$ cat src/rtl/dmem_arb_pkg.sv
// dmem_arbiter shared types: FSM states, port id, requester count.
// Optional feature macro: DMEM_ARB_LOCK_EN (locked RMW sequences).
package dmem_arb_pkg;

  typedef enum logic [1:0] {
    IDLE   = 2'd0,
    ACCESS = 2'd1,
    DONE   = 2'd2
  } arb_state_t;

  typedef logic port_id_t;

  localparam int NREQ = 2;

endpackage

$ cat src/rtl/dmem_arbiter_if.sv
// Requester and data-memory bus for dmem_arbiter.
// DMEM_ARB_LOCK_EN adds the per-port lock input.
interface dmem_arbiter_if
  import dmem_arb_pkg::*;
#(
  parameter int AW = 8,
  parameter int DW = 8
);

  logic [NREQ-1:0] req;
  logic [NREQ-1:0] we;
  logic [AW-1:0]   addr0;
  logic [AW-1:0]   addr1;
  logic [DW-1:0]   wdata0;
  logic [DW-1:0]   wdata1;
  logic [NREQ-1:0] ack;
  logic [DW-1:0]   rdata;
  logic            busy;
  logic            mem_we;
  logic [AW-1:0]   mem_addr;
  logic [DW-1:0]   mem_di;
  logic [DW-1:0]   mem_dout;
`ifdef DMEM_ARB_LOCK_EN
  logic [NREQ-1:0] lock;

  modport master (
    output req, we, addr0, addr1,
    output wdata0, wdata1, lock,
    input  ack, rdata, busy,
    input  mem_we, mem_addr, mem_di,
    output mem_dout
  );

  modport slave (
    input  req, we, addr0, addr1,
    input  wdata0, wdata1, lock,
    output ack, rdata, busy,
    output mem_we, mem_addr, mem_di,
    input  mem_dout
  );
`else
  modport master (
    output req, we, addr0, addr1,
    output wdata0, wdata1,
    input  ack, rdata, busy,
    input  mem_we, mem_addr, mem_di,
    output mem_dout
  );

  modport slave (
    input  req, we, addr0, addr1,
    input  wdata0, wdata1,
    output ack, rdata, busy,
    output mem_we, mem_addr, mem_di,
    input  mem_dout
  );
`endif

endinterface

$ cat src/rtl/dmem_arbiter_rr_arb2.sv
// rr_arb2: combinational two-port picker, prio breaks ties.
// DMEM_ARB_LOCK_EN restricts the pick to the owner while locked.
module rr_arb2
  import dmem_arb_pkg::*;
(
  input  logic [NREQ-1:0] i_req,
  input  port_id_t        i_prio,
`ifdef DMEM_ARB_LOCK_EN
  input  logic            i_locked,
  input  port_id_t        i_owner,
`endif
  output logic            o_valid,
  output port_id_t        o_winner
);

  logic [NREQ-1:0] w_req;

  // mask the other port while a lock is held
  always_comb begin
    w_req = i_req;
`ifdef DMEM_ARB_LOCK_EN
    if (i_locked) begin
      w_req = i_owner ? (i_req & 2'b10)
                      : (i_req & 2'b01);
    end
`endif
  end

  // single requester wins outright, ties go to prio
  always_comb begin
    o_valid  = |w_req;
    o_winner = i_prio;
    unique case (1'b1)
      (w_req == 2'b01): o_winner = 1'b0;
      (w_req == 2'b10): o_winner = 1'b1;
      default:          o_winner = i_prio;
    endcase
  end

endmodule

$ cat src/rtl/dmem_arbiter.sv
// dmem_arbiter: round-robin share of a 256x8 data memory port.
// DMEM_ARB_LOCK_EN enables owner locking for atomic RMW.
module dmem_arbiter
  import dmem_arb_pkg::*;
#(
  parameter int AW = 8,
  parameter int DW = 8
) (
  input logic           clk,
  input logic           reset,
  dmem_arbiter_if.slave bus
);

  arb_state_t r_state;
  arb_state_t w_next;

  port_id_t      r_owner;
  logic          r_we;
  logic [AW-1:0] r_addr;
  logic [DW-1:0] r_wdata;
  logic [DW-1:0] r_rdata;
  port_id_t      r_prio;

  logic          w_valid;
  port_id_t      w_winner;
  logic          w_win_we;
  logic [AW-1:0] w_win_addr;
  logic [DW-1:0] w_win_wdata;
  logic          w_grant;

  logic [NREQ-1:0] w_ack;
  logic            w_mem_we;

`ifdef DMEM_ARB_LOCK_EN
  logic r_lock;
  logic r_locked;
`endif

  rr_arb2 u_pick (
    .i_req    (bus.req),
    .i_prio   (r_prio),
`ifdef DMEM_ARB_LOCK_EN
    .i_locked (r_locked),
    .i_owner  (r_owner),
`endif
    .o_valid  (w_valid),
    .o_winner (w_winner)
  );

  // mux the winning port's command
  always_comb begin
    w_win_we    = bus.we[w_winner];
    w_win_addr  = w_winner ? bus.addr1 : bus.addr0;
    w_win_wdata = w_winner ? bus.wdata1 : bus.wdata0;
    w_grant     = (r_state == IDLE) && w_valid;
  end

  // next-state logic
  always_comb begin
    w_next = r_state;
    unique case (r_state)
      IDLE:    if (w_valid) w_next = ACCESS;
      ACCESS:  w_next = DONE;
      DONE:    w_next = IDLE;
      default: w_next = IDLE;
    endcase
  end

  // state register
  always_ff @(posedge clk) begin
    if (reset) r_state <= IDLE;
    else       r_state <= w_next;
  end

  // latch the winning command in IDLE
  always_ff @(posedge clk) begin
    if (reset) begin
      r_owner <= 1'b0;
      r_we    <= 1'b0;
      r_addr  <= '0;
      r_wdata <= '0;
    end else if (w_grant) begin
      r_owner <= w_winner;
      r_we    <= w_win_we;
      r_addr  <= w_win_addr;
      r_wdata <= w_win_wdata;
    end
  end

  // capture read data at the end of ACCESS
  always_ff @(posedge clk) begin
    if (reset) begin
      r_rdata <= '0;
    end else if (r_state == ACCESS && !r_we) begin
      r_rdata <= bus.mem_dout;
    end
  end

  // hand priority to the other port after each completion
  always_ff @(posedge clk) begin
    if (reset) begin
      r_prio <= 1'b0;
    end else if (r_state == DONE) begin
      r_prio <= ~r_owner;
    end
  end

`ifdef DMEM_ARB_LOCK_EN
  // lock bit travels with the command
  always_ff @(posedge clk) begin
    if (reset) begin
      r_lock <= 1'b0;
    end else if (w_grant) begin
      r_lock <= bus.lock[w_winner];
    end
  end

  // locked follows the lock of each completed command
  always_ff @(posedge clk) begin
    if (reset) begin
      r_locked <= 1'b0;
    end else if (r_state == DONE) begin
      r_locked <= r_lock;
    end
  end
`endif

  // ack and write strobe, both killed by reset
  always_comb begin
    w_ack = '0;
    if (r_state == DONE && !reset) begin
      w_ack[r_owner] = 1'b1;
    end
    w_mem_we = (r_state == ACCESS) && r_we && !reset;
  end

  assign bus.ack      = w_ack;
  assign bus.rdata    = r_rdata;
  assign bus.busy     = (r_state != IDLE);
  assign bus.mem_we   = w_mem_we;
  assign bus.mem_addr = r_addr;
  assign bus.mem_di   = r_wdata;

endmodule

$ cat src/flat_wrapper.sv
// flat-port wrapper written by rule: the top's interface ports become plain ports
module dmem_arbiter_flat import dmem_arb_pkg::*;
#(
  parameter int AW = 8,
  parameter int DW = 8
)
  (clk, reset, bus_req, bus_we, bus_addr0, bus_addr1, bus_wdata0, bus_wdata1, bus_ack, bus_rdata, bus_busy, bus_mem_we, bus_mem_addr, bus_mem_di, bus_mem_dout);
  dmem_arbiter_if #(.AW(AW), .DW(DW)) bus_i ();
  input logic clk;
  input logic reset;
  input wire logic [$bits(bus_i.req)-1:0] bus_req;
  input wire logic [$bits(bus_i.we)-1:0] bus_we;
  input wire logic [$bits(bus_i.addr0)-1:0] bus_addr0;
  input wire logic [$bits(bus_i.addr1)-1:0] bus_addr1;
  input wire logic [$bits(bus_i.wdata0)-1:0] bus_wdata0;
  input wire logic [$bits(bus_i.wdata1)-1:0] bus_wdata1;
  output wire logic [$bits(bus_i.ack)-1:0] bus_ack;
  output wire logic [$bits(bus_i.rdata)-1:0] bus_rdata;
  output wire logic [$bits(bus_i.busy)-1:0] bus_busy;
  output wire logic [$bits(bus_i.mem_we)-1:0] bus_mem_we;
  output wire logic [$bits(bus_i.mem_addr)-1:0] bus_mem_addr;
  output wire logic [$bits(bus_i.mem_di)-1:0] bus_mem_di;
  input wire logic [$bits(bus_i.mem_dout)-1:0] bus_mem_dout;
  assign bus_i.req = bus_req;
  assign bus_i.we = bus_we;
  assign bus_i.addr0 = bus_addr0;
  assign bus_i.addr1 = bus_addr1;
  assign bus_i.wdata0 = bus_wdata0;
  assign bus_i.wdata1 = bus_wdata1;
  assign bus_ack = bus_i.ack;
  assign bus_rdata = bus_i.rdata;
  assign bus_busy = bus_i.busy;
  assign bus_mem_we = bus_i.mem_we;
  assign bus_mem_addr = bus_i.mem_addr;
  assign bus_mem_di = bus_i.mem_di;
  assign bus_i.mem_dout = bus_mem_dout;
  dmem_arbiter #(.AW(AW), .DW(DW)) u_core (.clk(clk), .reset(reset), .bus(bus_i));
endmodule
$ cat config.mk
export PLATFORM = sky130hd
export DESIGN_NAME = dmem_arbiter_flat
export DESIGN_NICKNAME = d
export VERILOG_FILES = /design/src/rtl/dmem_arb_pkg.sv /design/src/rtl/dmem_arbiter_if.sv /design/src/rtl/dmem_arbiter_rr_arb2.sv /design/src/rtl/dmem_arbiter.sv /design/src/flat_wrapper.sv
export SDC_FILE = /design/constraint.sdc
export NUM_CORES = 1
export LEC_CHECK = 0
export CAP_MARGIN = 20
export CORE_ASPECT_RATIO = 1.4
export CORE_MARGIN = 4
export CORE_UTILIZATION = 38
export CTS_CLUSTER_SIZE = 14
export DETAILED_ROUTE_END_ITERATION = 6
export PLACE_DENSITY_LB_ADDON = 0.05
export REMOVE_ABC_BUFFERS = 1
export SYNTH_ARGS = -nofsm -noshare
export SYNTH_HDL_FRONTEND = slang
export SYNTH_SLANG_ARGS = --single-unit
$ cat constraint.sdc
create_clock -name clk -period 1.85 [get_ports clk]
set_input_delay 0.185 -clock clk [delete_from_list [all_inputs] [get_ports clk]]
set_output_delay 0.185 -clock clk [all_outputs]
set_load 0.02 [all_outputs]
==> results of run 1 <==
==> flip-flops by register name, summed over array words and instances, names as in the netlist <==
| name | flops |
|---|---|
| u_core.bus.mem_addr | 8 |
| u_core.r_prio | 1 |
| u_core.r_state | 2 |
| u_core.r_we | 1 |
| u_core.bus.rdata | 8 |
| u_core.r_owner | 1 |
| u_core.bus.mem_di | 8 |
==> stage by stage <==
step / setup WS (ns) / TNS [ns] / instances
finish: 0.143 / 0 / 266
global route: 0.0781 / 0 / 266
CTS: 0.00613 / 0 / 266
detailed placement: -0.138 / -1.92 / 258
global placement: -0.0577 / -0.859 / 258
floorplan: 0.0858 / 0 / 135
==> per-layer routing <==
| metal | GRT usage [%] | wire [um] | share of wire [%] |
|---|---|---|---|
| met1 | 16.3 | 1300 | 35 |
| met2 | 32.0 | 1960 | 53 |
| met3 | 6.50 | 350 | 9.5 |
| met4 | 6.80 | 58 | 1.6 |
| met5 | 0 | 0 | 0 |
==> synth_stat cells, types with 2 or more instances <==
cell | instances | area [um2]
a311oi_2 | 11 | 165
nor3_1 | 2 | 10.0
dfxtp_1 | 29 | 581
nor2_1 | 27 | 101
ha_1 | 3 | 37.5
buf_6 | 3 | 33.8
nor3b_1 | 4 | 30.0
a311oi_1 | 6 | 52.6
inv_1 | 2 | 7.51
mux2i_1 | 9 | 90.1
clkbuf_1 | 2 | 7.51
nand2_1 | 34 | 128
==> power by group through the flow <==
stage               Sequential [uW]  Combinational, uW  Clock, uW
floorplan                       801                199          0
global placement                739                544          0
detailed placement              740                556          0
CTS                             729                560        527
global route                    737                596        559
finish                          728                551        507
==> logic make-up (layout without fill, tap and decap cells) <==
logic type | Yosys count | in the layout | synth area share, %
AOI/OAI and AO/OA | 19 | 19 | 16.9
adders and majority gates | 3 | 3 | 2.75
buffers and inverters | 11 | 93 | 6.23
DFF | 29 | 29 | 42.5
muxes | 11 | 11 | 9.35
and+or+nand+nor | 71 | 71 | 22.3
==> what timing repair did <==
item                                    in CTS  in global routing
endpoints found under the setup margin       2                  2
gates resized for setup                      4                  2
hold buffers                                 0                  0
==> final timing paths <==
kind	start	endpoint	slack (ns)	cells after the start
hold reg to reg	u_core.bus.mem_di[2]	u_core.bus.mem_di[2]	0.50	2
setup / recovery	bus_req[0]	u_core.bus.mem_di[0]	0.14	7
hold / removal	bus_addr1[6]	u_core.bus.mem_addr[6]	0.47	3
setup reg to reg	u_core.r_state[0]	u_core.bus.rdata[0]	0.60	4
==> worst reg2reg max path: cells and delay by family (launching register included) <==
kind          cells  cell delay [ns]
buf+inv           1             0.23
flops             1             0.39
mux               1             0.22
simple gates      2             0.30
==> cell type report <==
class / count / area share, %
multi-input combinational: 104 / 31.1
timing repair buffer: 83 / 36.8
clock inverter: 3 / 0.773
inverter: 2 / 0.331
tap: 40 / 2.21
sequential: 29 / 25.7
clock buffer: 5 / 3.04
==> metrics.txt, run 1 <==
# IOs=74; die height=78.9 um; core box area=3410 um2; Synth warnings=0; combinational power share=30.9%; Final Setup Violations=0; Syn Area/Cell=9.48 um2; outcome=complete, no violations; die width=58.7 um; final number of hold-violating endpoints=0; worst-skew pair later-pin latency=0.28 ns; crit path max fanout=17; TritonCTS clock tree=yes; critical path arrival=1.89 ns; post-DP HPWL=2770 um; worst slew pin tran=0.356 ns; n_diodes=0; clock period minus final worst setup slack=1.71 ns; ys flop type=dfxtp_1; Setup Fix Bufs, Post-CTS=0; FILL cells=288; Clk pwr share=28.4%; most frequent cells in the layout=clkdlybuf4s50_1, nand2_1, nor2_1, dfxtp_1, a311oi_2; RSZ-0062 raised after global routing=no; Antenna Nets Post-Route=0; ratio of cells with drive above 1 in the final layout=15.9%; PortBufs=73; Slew Viols, Final=0; Max Root-Sink Buffers=2; Residual DRC=0; max incr delay on CP=0.46 ns; final hold slack=0.473 ns; Final Cycle Share=92.3%; Sw Pwr=539 uW; wire per inst=13.8 um; Switching Share=30.2%; Layout Utilization=66.5%; H-Tree Level Count=2; slowest CP cell=clkdlybuf4s50_1; largest net degree at the start of global routing=37; total track usage=17.1%; total grt overflow=0; worst vdd ir=0.000557 V; Static Leak=0.000916 uW; Distinct cells, synth=24; Root Driver=clkbuf_8; Int Pwr=1250 uW; CP Buf/Inv Count=3; Gate Count Post-Synth=144; pwr dens=788 nW/um2; die area=4630 um2; post-layout instance area=2270 um2; Max Clk Rate=586 MHz; CP required=2.03 ns; Min-Delay Path Class=primary input to flop; gpl congestion=0.742; Relative slew margins=76.3%; via count=1318; skew final=0.00507 ns; Power Total=1790 uW; Initial Util=40.0%; #FFs+latches synth=29; Crit path max-delay family=buffers and inverters; Cell Chain, Critical Path=clkdlybuf4s50_1 -> inv_1 -> ha_1 -> buf_4 -> mux2_4 -> nand2_1 -> a311oi_1; mapped cell area=1370 um2; initial antenna violation count=0; Rows=25; crit start category=primary input; EDFF count, synth=0; Avg Vias per Cell=4.95; area added between synthesis and finish=66.0%; total CTS buffers=5; Layout Nets=274; Worst setup EP type=flop; Seq/Total Area, Yosys=42.5%; Sink Count=29; initial drt markers=14; Reg clk slew, reported paths=0.07 ns; DRT Pass-1 Iters=4; critical path class=primary input to flop; Async S/R FF share, synth=0%; Multi-input gate area=704 um2; first-pass GRT wire length=6090 um; Post-Place Cell Area=2170 um2; Max Cap Viol=0; sequential power share=40.8%; most common cell after layout, fill and taps aside=clkdlybuf4s50_1; vias in the first global route=1381; final WL=3680 um; Reg area=583 um2
No activity file was read; power rests on OpenSTA's default activity.
==> run 2: changes to the inputs <==
Settings changed: CORE_UTILIZATION 38 to 29.
==> run 2 against run 1 <==
  * Largest power group unchanged
  * Fmax up 0.81%
  * Sequential share of layout area down 0.45 points
  * Final cell count up 9.0%
  * Critical endpoint is now bus_busy
  * Setup slack better by 0.014 ns
  * Routed wire length down 3.7%
  * Largest cell class unchanged
  * Clock power up 10%
  * First-iteration DRC count up 64%
==> metrics.txt, run 2 (synthesis results as in run 1) <==
first-pass GRT wire length=6070 um (-0.44%); gpl congestion=0.680 (-8.3%); Static Leak=0.000902 uW (-1.6%); final WL=3540 um (-3.7%); H-Tree Level Count=2 (unchanged); Setup Fix Bufs, Post-CTS=0 (unchanged); critical path class=flop to output port; via count=1301 (-1.3%); CP required=1.66 ns (-0.37 ns); Sw Pwr=513 uW (-5.0%); PortBufs=73 (unchanged); Antenna Nets Post-Route=0 (unchanged); pwr dens=798 nW/um2 (+1.2%); Clk pwr share=30.5% (+2.1 points); combinational power share=29.7% (-1.2 points); Final Setup Violations=0 (unchanged); Min-Delay Path Class=primary input to flop; Reg clk slew, reported paths=0.06 ns (about the same); wire per inst=12.2 um (-12%); Crit path max-delay family=buffers and inverters; area added between synthesis and finish=68.2%; Cell Chain, Critical Path=or2_2 -> clkdlybuf4s50_1; post-layout instance area=2300 um2 (+1.3%); initial drt markers=23 (+9); most frequent cells in the layout=clkdlybuf4s50_1, nand2_1, dfxtp_1, nor2_1; Root Driver=clkbuf_8; final number of hold-violating endpoints=0 (unchanged); post-DP HPWL=2790 um (+0.54%); n_diodes=0 (unchanged); Max Root-Sink Buffers=2 (unchanged); Max Cap Viol=0 (unchanged); Avg Vias per Cell=4.49 (-9.5%); TritonCTS clock tree=yes; placed cells=282 (+9.3%); Max Clk Rate=590 MHz (+0.81%); DRT Pass-1 Iters=4 (unchanged); worst-skew pair later-pin latency=0.27 ns (about the same); Rows=29 (+16%); vias in the first global route=1415 (+2.5%); initial antenna violation count=0 (unchanged); Power Total=1830 uW (+2.6%); largest net degree at the start of global routing=19 (-49%); Relative slew margins=84.6% (+8.3 points); total track usage=13.3% (-3.8 points); Int Pwr=1320 uW (+5.8%); worst vdd ir=0.000318 V (-43%); worst slew pin tran=0.229 ns (-0.126 ns); crit start category=flop; Post-Place Cell Area=2200 um2 (+1.4%); Worst setup EP type=output port; total grt overflow=0 (unchanged); die area=5880 um2 (+27%); ratio of cells with drive above 1 in the final layout=15.4% (-0.58 points); Critical Path Start=u_core.r_state[0]; Layout Nets=276 (+0.73%); die width=66.0 um (+12%); Slew Viols, Final=0 (unchanged); Layout Utilization=50.6% (-16 points); most common cell after layout, fill and taps aside=clkdlybuf4s50_1; skew final=0.00376 ns (-0.00131 ns); core box area=4540 um2 (+33%); CP Buf/Inv Count=1 (-2); critical path arrival=1.51 ns (-0.38 ns); Residual DRC=0 (unchanged); crit path max fanout=6 (-11); total CTS buffers=5 (unchanged); Sink Count=29 (unchanged); outcome=complete, no violations; r2r startpoint=u_core.r_state[0]; Switching Share=28.0% (-2.2 points); hold_sp=bus_addr1[7]; die height=89.2 um (+13%); sequential power share=39.7% (-1.1 points); RSZ-0062 raised after global routing=no; max incr delay on CP=0.54 ns (+0.08 ns); Final Cycle Share=91.6% (-0.74 points); slowest CP cell=clkdlybuf4s50_1; clock period minus final worst setup slack=1.69 ns (-0.0137 ns); Initial Util=30.1% (-9.9 points); fin cells=290 (+9.0%); # IOs=74 (unchanged)
## run 2: cell count changes in the layout (fill, tap and decap cells not counted), moves of 2 or more
cell	before	now
buf_4	8	11
clkbuf_8	5	7
dfxtp_1	27	29
dfxtp_2	2	0
dlygate4sd2_1	1	3
dlymetal6s2s_1	2	0
## run 2: timing repair
item,in CTS,in global routing
setup endpoints to repair,3,0
gates resized for setup,3,0
hold buffers,0,0
## run 2: path summary, 6_finish.rpt
check,end,slack (ns),cells after the start
max,bus_busy,0.16,2
min,u_core.bus.mem_addr[7],0.48,3
max reg2reg,u_core.bus.mem_di[3],0.60,4
min reg2reg,u_core.bus.rdata[1],0.49,2
## run 2: per-stage QoR
step	hold slack (ns)	setup slack (ns)	TNS [ns]
final	0.480	0.156	0
after global routing	0.495	0.0627	0
after CTS	0.471	0.135	0
after detailed placement	0.484	-0.147	-1.53
after global placement	0.473	-0.0770	-1.04
after floorplan	0.253	0.0858	0
## run 2: tightest hold or removal path, cell delays in order
cell and delay [ns]:
clkdlybuf4s50_1 0.39, nand2_1 0.05, a311oi_1 0.07
## run 2: final cells by class
class | instances | area, um2
multi-input cells | 104 | 699
clock inverters | 1 | 5.00
inverters | 2 | 7.51
clock buffers | 7 | 96.3
fillers | 461 | 2240
well taps | 62 | 77.6
flip-flops and latches | 29 | 581
repair buffers | 85 | 830
## run 2: power by group through the flow
stage / Sequential [uW] / Clock, uW / Combinational (uW)
5_1_grt: 739 / 609 / 593
2_1_floorplan: 801 / 0 / 199
3_3_place_gp: 741 / 0 / 545
6_report: 728 / 560 / 545
4_1_cts: 729 / 583 / 553
3_5_place_dp: 741 / 0 / 553
## run 2: layer usage
layer | vias to the layer above | global-route usage, % | part of all wire [%] | wire (um)
met3 | 8 | 5.53 | 10 | 357
li1 | 663 | - | - | -
met5 | - | 0 | 0 | 0
met1 | 575 | 13.5 | 38 | 1340
met2 | 55 | 24.1 | 50 | 1770
met4 | 0 | 5.55 | 2.0 | 70
==> run 3: changes to the inputs <==
Settings changed: SETUP_SLACK_MARGIN from default to 0.1.
==> run 3 against run 2 <==
  * Fmax rose by 1.5%
  * Routed wire length rose by 3.9%
  * Clock skew fell by 0.0011 ns
  * First-iteration DRC count rose by 57%
  * Largest cell class unchanged
==> metrics.txt, run 3 (synthesis results as in run 1) <==
outcome=complete, no violations; pwr dens=796 nW/um2 (-0.29%); area added between synthesis and finish=69.3%; Final WS setup=0.181 ns (+0.0251 ns); wire per inst=12.6 um (+3.5%); Max Cap Viol=0 (unchanged); critical path class=primary input to flop; Antenna Nets Post-Route=0 (unchanged); FILL cells=460 (-0.22%); hold_sp=bus_addr1[7]; final setup TNS=0 ns (unchanged); Worst setup EP type=flop; initial antenna violation count=0 (unchanged); Final Setup Violations=0 (unchanged); post-DP HPWL=2790 um (unchanged); skew final=0.00269 ns (-0.00107 ns); Max Clk Rate=599 MHz (+1.5%); core box area=4540 um2 (unchanged); largest net degree at the start of global routing=19 (unchanged); most common cell after layout, fill and taps aside=clkdlybuf4s50_1; Root Driver=clkbuf_8; r2r startpoint=u_core.r_state[0]; Static Leak=0.000919 uW (+2.0%); Slew Viols, Final=0 (unchanged); total track usage=13.3% (unchanged); total CTS buffers=5 (unchanged); final number of hold-violating endpoints=0 (unchanged); first-pass GRT wire length=6070 um (unchanged); CP required=1.99 ns (+0.33 ns); Relative slew margins=83.7% (-0.94 points); worst vdd ir=0.000318 V (about the same); die area=5880 um2 (unchanged); die height=89.2 um (unchanged); Min-Delay Path Class=primary input to flop; Power Total=1840 uW (+0.36%); setup slack at placement=-0.147 ns (unchanged); H-Tree Level Count=2 (unchanged); DRT Pass-1 Iters=2 (-2); Layout Nets=277 (+0.36%); crit start category=primary input; Max Root-Sink Buffers=2 (unchanged); most frequent cells in the layout=clkdlybuf4s50_1, nand2_1, dfxtp_1, nor2_1; fin cells=291 (+0.34%); Sink Count=29 (unchanged); placed cells=282 (unchanged); TritonCTS clock tree=yes; Rows=29 (unchanged); worst slew pin tran=0.245 ns (+0.0152 ns); die width=66.0 um (unchanged); Initial Util=30.1% (unchanged); total grt overflow=0 (unchanged); gpl congestion=0.680 (unchanged); clock period minus final worst setup slack=1.67 ns (-0.0251 ns); initial drt markers=36 (+57%); worst-skew pair later-pin latency=0.27 ns (about the same); hold_buf cts=0 (unchanged); Residual DRC=0 (unchanged); Setup Fix Bufs, Post-CTS=0 (unchanged); PortBufs=73 (unchanged); Final Cycle Share=90.2% (-1.4 points); via count=1304 (+0.23%); crit path max fanout=8 (+2); RSZ-0062 raised after global routing=yes; final WL=3680 um (+3.9%); Reg clk slew, reported paths=0.06 ns (about the same); Critical Path Start=bus_req[1]; critical path arrival=1.81 ns (+0.30 ns); n_diodes=0 (unchanged); Avg Vias per Cell=4.48 (-0.11%); ratio of cells with drive above 1 in the final layout=16.2% (+0.81 points); vias in the first global route=1415 (unchanged); # IOs=74 (unchanged)
==> run 3: cell types whose count changed in the layout (fill, tap and decap cells not counted), sizes merged <==
cell	before	now
dlymetal6s2s	0	1
clkdlybuf4s50	70	69
mux2	1	2
==> run 3: critical path, stage by stage <==
cell	delay (ns)
clkdlybuf4s50_1	0.47
inv_1	0.04
ha_1	0.34
buf_4	0.15
mux2_2	0.42
nand2_1	0.11
a311oi_2	0.09
==> run 3: power by group <==
| part | total (uW) | internal (uW) | switching (uW) | leakage [uW] |
|---|---|---|---|---|
| Sequential | 728 | 688 | 40.0 | 0.000240 |
| Clock | 561 | 335 | 226 | 0.0000542 |
| Combinational | 549 | 298 | 251 | 0.000625 |
==> run 3: path summary, 6_finish.rpt <==
| kind | to | slack [ns] | cells past startpoint |
|---|---|---|---|
| max | u_core.bus.mem_addr[5] | 0.18 | 7 |
| min | u_core.bus.mem_addr[7] | 0.48 | 3 |
| max reg2reg | u_core.bus.mem_di[3] | 0.60 | 4 |
| min reg2reg | u_core.bus.rdata[1] | 0.49 | 2 |
==> run 3: layer usage <==
layer	track usage (%)	up-vias	share of wire (%)
met2	24.1	55	51
met4	5.55	0	2.0
met3	5.53	8	9.7
li1	-	665	-
met5	0	-	0
met1	13.5	576	38
==> run 3: repair_timing <==
| item | CTS | global route |
|---|---|---|
| setup endpoints to repair | 3 | 10 |
| gates resized for setup | 3 | 2 |
| endpoints found under the hold margin | 0 | 0 |
| gates cloned | 0 | 1 |
==> run 3: cell type report <==
type                    instances  area [um2]  area share [%]
clock inverters                 1        5.00           0.217
flip-flops and latches         29         582            25.2
multi-input cells             105         711            30.8
repair buffers                 85         832            36.0
clock buffers                   7        96.3            4.17
well taps                      62        77.6            3.36
inverters                       2        7.51           0.325
==> run 3: metrics by stage <==
| step | instance area [um2] | util, % | hold slack, ns |
|---|---|---|---|
| final | 2310 | 51.0 | 0.483 |
| after global routing | 2310 | 51.0 | 0.495 |
| after global placement | 2200 | 48.5 | 0.473 |
| after CTS | 2300 | 50.6 | 0.471 |
| after floorplan | 1290 | - | 0.253 |
| after detailed placement | 2200 | 48.5 | 0.484 |
==> edit 1 (config.mk and constraints of run 3) <==
Re-encode `arb_state_t` (3 states) as one-hot, 3 bits wide.
--- a/src/rtl/dmem_arb_pkg.sv
+++ b/src/rtl/dmem_arb_pkg.sv
@@ -4,6 +4,6 @@
 
-  typedef enum logic [1:0] {
-    IDLE   = 2'd0,
-    ACCESS = 2'd1,
-    DONE   = 2'd2
+  typedef enum logic [2:0] {
+    IDLE   = 3'b001,
+    ACCESS = 3'b010,
+    DONE   = 3'b100
   } arb_state_t;
Behaviour: no difference found for any inputs over 10 cycles, from zero or initial values and one cycle with reset high; not proved beyond that.
==> edit 1 against run 3 <==
Highest routed layer unchanged. Setup slack improved by 27 ps. Fmax increased by 1.6%. Count of clock-buffer cells in the layout decreased by 1. Routed wire length increased by 3.3%. Final area increased by 2.4%. Worst hold slack got worse by 31 ps. Power increased by 18%. First-iteration DRC count decreased by 8.3%. Register-to-register slack got worse by 280 ps. Synthesized area unchanged. Global-route usage increased by 0.20 points. Final cell count increased by 3.8%. Critical endpoint is now bus_mem_we. Sequential cell count increased by 1.
==> edit 1: results (changes against run 3) <==
[setup_path]
worst_path_largest_cell_delay_ps=460
worstSetupStartpoint=reset
ff2ff_path_depth=5  ; +1
r2r-start=u_core.r_state[1]
worst-path-max-fanout=3  ; -5
critPathCapture=bus_mem_we
r2r_slack_ps=320  ; -280 ps
r2r-end=u_core.bus.mem_addr[0]
crit_arrival_ps=1460  ; -350 ps

[clocking]
ctsLongestPathBuffers=2  ; unchanged
cts_setup_buffers=0  ; unchanged

[yosys]
synth_adder_area_share=0.0183  ; -0.00917
synth_area_leaders=dfxtp_1, nand2_1, a311oi_2
netlist_top_cells_count=nand2_1, dfxtp_1, nor2_1
synth_compound_area_frac=0.203  ; +0.0348
muxShareOfSynthArea=0.0183  ; -0.0752
ys_seq_area_frac=0.440  ; +0.0147
synth_xor_xnor_area_share=0  ; unchanged
avgSynthCellArea_um2=8.75  ; -7.7%
synthDistinctLibCells=26  ; +8.3%
ys.flop_type=dfxtp_1

[grt]
grt_first_pass_wirelength_mm=6.09  ; +0.45%
grtUsageMet2=0.252  ; +0.0109
grt_pass1_vias=1381  ; -2.4%
antenna_found_initial=0  ; unchanged
gr-usage-met1=0.132  ; -0.00241
grt_max_degree=22  ; +3
grt_usage=0.136  ; +0.00205
met3_usage=0.0579  ; +0.00252

[final_layout]
drive_above_1_share=0.163  ; +0.000928
nets=287  ; +3.6%
layout.cells.non_filler=302  ; +3.8%

[status]
status=finished clean

[route]
dr.pass1.iters=2  ; unchanged
met1Wirelength_mm=1.45  ; +4.6%
wl_met2_mm=1.99  ; +6.5%
drtIter0Drc=33  ; -8.3%
post_drt_wl_per_cell_um=12.6  ; -0.42%
vias_per_cell=4.54  ; +1.3%
dr_wl_met3_um=333  ; -6.5%

[placement]
placement.cell_area_um2=2210  ; +0.63%
dpl.hpwl_mm=2.95  ; +5.8%
place_ws_ps=-142  ; +4.58 ps
globalplace.congestion=0.700  ; +2.8%
place_inst=294  ; +4.3%

[power_and_ir_drop]
p_comb_w=0.000586  ; +6.7%
internal_power_w=0.00160  ; +21%
pwr-share-comb=0.270  ; -0.029
worst_ir_drop_vdd_mv=0.509  ; +60%
leakage_nw=0.914  ; -0.57%
power_frac_seq=0.353  ; -0.043

[timing]
clock_skew_ps=5.99  ; +3.30 ps
worst_slew_pin_slew_ps=264  ; +19.4 ps
setup_ws_ps=208  ; +26.6 ps

[hold_path]
hp-start=bus_mem_dout[6]
hold_depth=3  ; unchanged

edit 1: kinds of logic after synthesis:
group	Yosys count
and+or+nand+nor	83
muxes	2
adders and majority gates	2
DFF	30
AOI/OAI and AO/OA	27
buffers and inverters	12
edit 1: worst min-delay path by stage:
stage | to | slack (ps)
final | u_core.bus.rdata[6] | 450
after global routing | u_core.bus.rdata[2] | 450
after CTS | u_core.bus.rdata[6] | 440
after detailed placement | u_core.bus.rdata[5] | 450
after global placement | u_core.bus.rdata[6] | 440
after floorplan | u_core.r_owner | 250
edit 1: cell type report:
class,count,area (µm²)
fillers,459,2170
repair buffers,86,831
inverters,2,7.51
well taps,62,77.6
clock inverters,2,60.1
flip-flops and latches,30,601
multi-input cells,114,708
clock buffers,6,82.6
edit 1: timing repair:
item                       CTS  global route
setup endpoints to repair    3             6
resized for setup            4             3
hold endpoints to repair     0             0
hold buffers                 0             0
pin swaps                    0             1
==> edit 2 (flow settings as in run 3) <==
Without the edit above. `NREQ`: 2 -> 1.
--- a/src/rtl/dmem_arb_pkg.sv
+++ b/src/rtl/dmem_arb_pkg.sv
@@ -12,3 +12,3 @@
 
-  localparam int NREQ = 2;
+  localparam int NREQ = 1;
 
Interface: changed (resized bus_ack, bus_req and bus_we); port bits go from 74 to 71. No check against the original RTL was run, so the function may have changed too.
==> edit 2 against run 3 <==
Sequential cell count fell by 1. Setup slack got worse by 3.3 ps. Critical path type is now reg -> out. Die area shrank 7.1%. Final area shrank 17%. Clock power fell by 15%. Synthesized area decreased by 8.0%. Power is 22% lower. Routed wire length fell by 26%. Sequential share of layout area up 4.0 points. Worst hold slack worse by 15 ps. Largest power group unchanged.
==> edit 2: results (changes against run 3) <==
[yosys]
synth_warnings=0  ; unchanged
ys_seq_area_frac=0.446  ; +0.0209
netlist_instances=121  ; -16%
netlist_top_cells_count=nand2b_1, dfxtp_1, mux2i_1
ys.flop_type=dfxtp_1
synthDistinctLibCells=14  ; -42%
synth_area_leaders=dfxtp_1, nand2b_1, mux2i_1
async_flop_share=0  ; unchanged

[grt]
grt_first_pass_wirelength_mm=4.30  ; -29%
grt_max_degree=44  ; +25
grt_pass1_vias=983  ; -31%
grt_usage=0.0993  ; -0.0342

[clocking]
clock_latency_ps=270  ; about the same
ctsLongestPathBuffers=2  ; unchanged
path_clk_slew_ps=100  ; +40 ps
htreeDepth=1  ; -1
cts_setup_buffers=0  ; unchanged
clock-root-buffer=clkbuf_8
cts_inserted_buffers=3  ; -2

[route]
vias_per_cell=4.38  ; -2.2%
drtIter0Drc=16  ; -56%
post_drt_wl_per_cell_um=12.3  ; -2.9%
dr.pass1.iters=2  ; unchanged

[placement]
globalplace.congestion=0.576  ; -15%
placement.cell_area_um2=1850  ; -16%
place_ws_ps=-38.0  ; +109 ps
dpl.hpwl_mm=2.03  ; -27%
io_buffers=54  ; -26%

[setup_path]
r2r_slack_ps=700  ; +100 ps
crit_arrival_ps=1490  ; -320 ps
worst-path-max-fanout=5  ; -3
r2r-end=u_core.bus.mem_addr[5]
r2r-start=u_core.r_state[1]
ff2ff_path_depth=3  ; -1

[hold_path]
hold_depth=3  ; unchanged
hold_class=in -> reg
holdPathEnd=u_core.bus.mem_addr[7]
hp-start=bus_addr0[7]

[final_layout]
num_antenna_cells=0  ; unchanged
nFillCells=442  ; -3.9%
layout.cells.non_filler=221  ; -24%
drive_above_1_share=0.0852  ; -0.0763

[power_and_ir_drop]
leakage_nw=0.737  ; -20%
worst_ir_drop_vdd_mv=0.321  ; +0.78%

[timing]
clock_skew_ps=7.18  ; +4.49 ps
fin_crit_ps=1670  ; +3.33 ps
whs_ps=468  ; -15.3 ps
slew-limit-headroom=0.812  ; -0.0246

[status]
status=finished clean

edit 2: worst max-delay path by stage:
stage,start,endpoint
4_1_cts,u_core.r_state[0],bus_busy
2_1_floorplan,u_core.r_state[0],u_core.bus.mem_addr[0]
6_report,u_core.r_state[1],bus_busy
3_5_place_dp,reset,bus_mem_we
3_3_place_gp,reset,bus_ack
5_1_grt,u_core.r_state[1],bus_busy
edit 2: worst max-delay path: stages, from the launching register on:
cell and delay, ps:
dfxtp_1 470, or2_2 160, clkdlybuf4s50_1 590
edit 2: cells by family after synthesis:
family,share of synthesized area
mux,0.199
flops,0.446
simple gates,0.305
buf+inv,0.0498
edit 2: stage by stage:
| step | TNS [ps] | utilization |
|---|---|---|
| 2_1_floorplan | 0 | - |
| 3_3_place_gp | -109 | 0.439 |
| 3_5_place_dp | -61.7 | 0.439 |
| 4_1_cts | 0 | 0.456 |
| 5_1_grt | 0 | 0.457 |
| 6_report | 0 | 0.457 |
edit 2: power by group:
part           leakage [nW]  internal, W  switching [W]  total (W)
sequential            0.229     0.000640      0.0000218   0.000661
combinational         0.472     0.000175       0.000121   0.000296
clock                0.0357     0.000290       0.000188   0.000478
edit 2: routing by layer:
metal	track usage	share of wire	wire length, µm
met1	0.0994	0.39	1070
met2	0.183	0.52	1420
met3	0.0315	0.072	195
met4	0.0472	0.0092	25
met5	0	0	0
edit 2: layout make-up:
type                       instances  share of cell area
sequential                        28               0.292
multi-input combinational         84               0.338
clock inverter                     1              0.0156
timing repair buffer              60               0.304
tap                               45              0.0293
clock buffer                       3              0.0215
edit 2: what timing repair did:
item	in CTS	in global routing
pin swaps	0	0
endpoints found under the setup margin	2	1
hold buffers	0	0
gates resized for setup	2	1
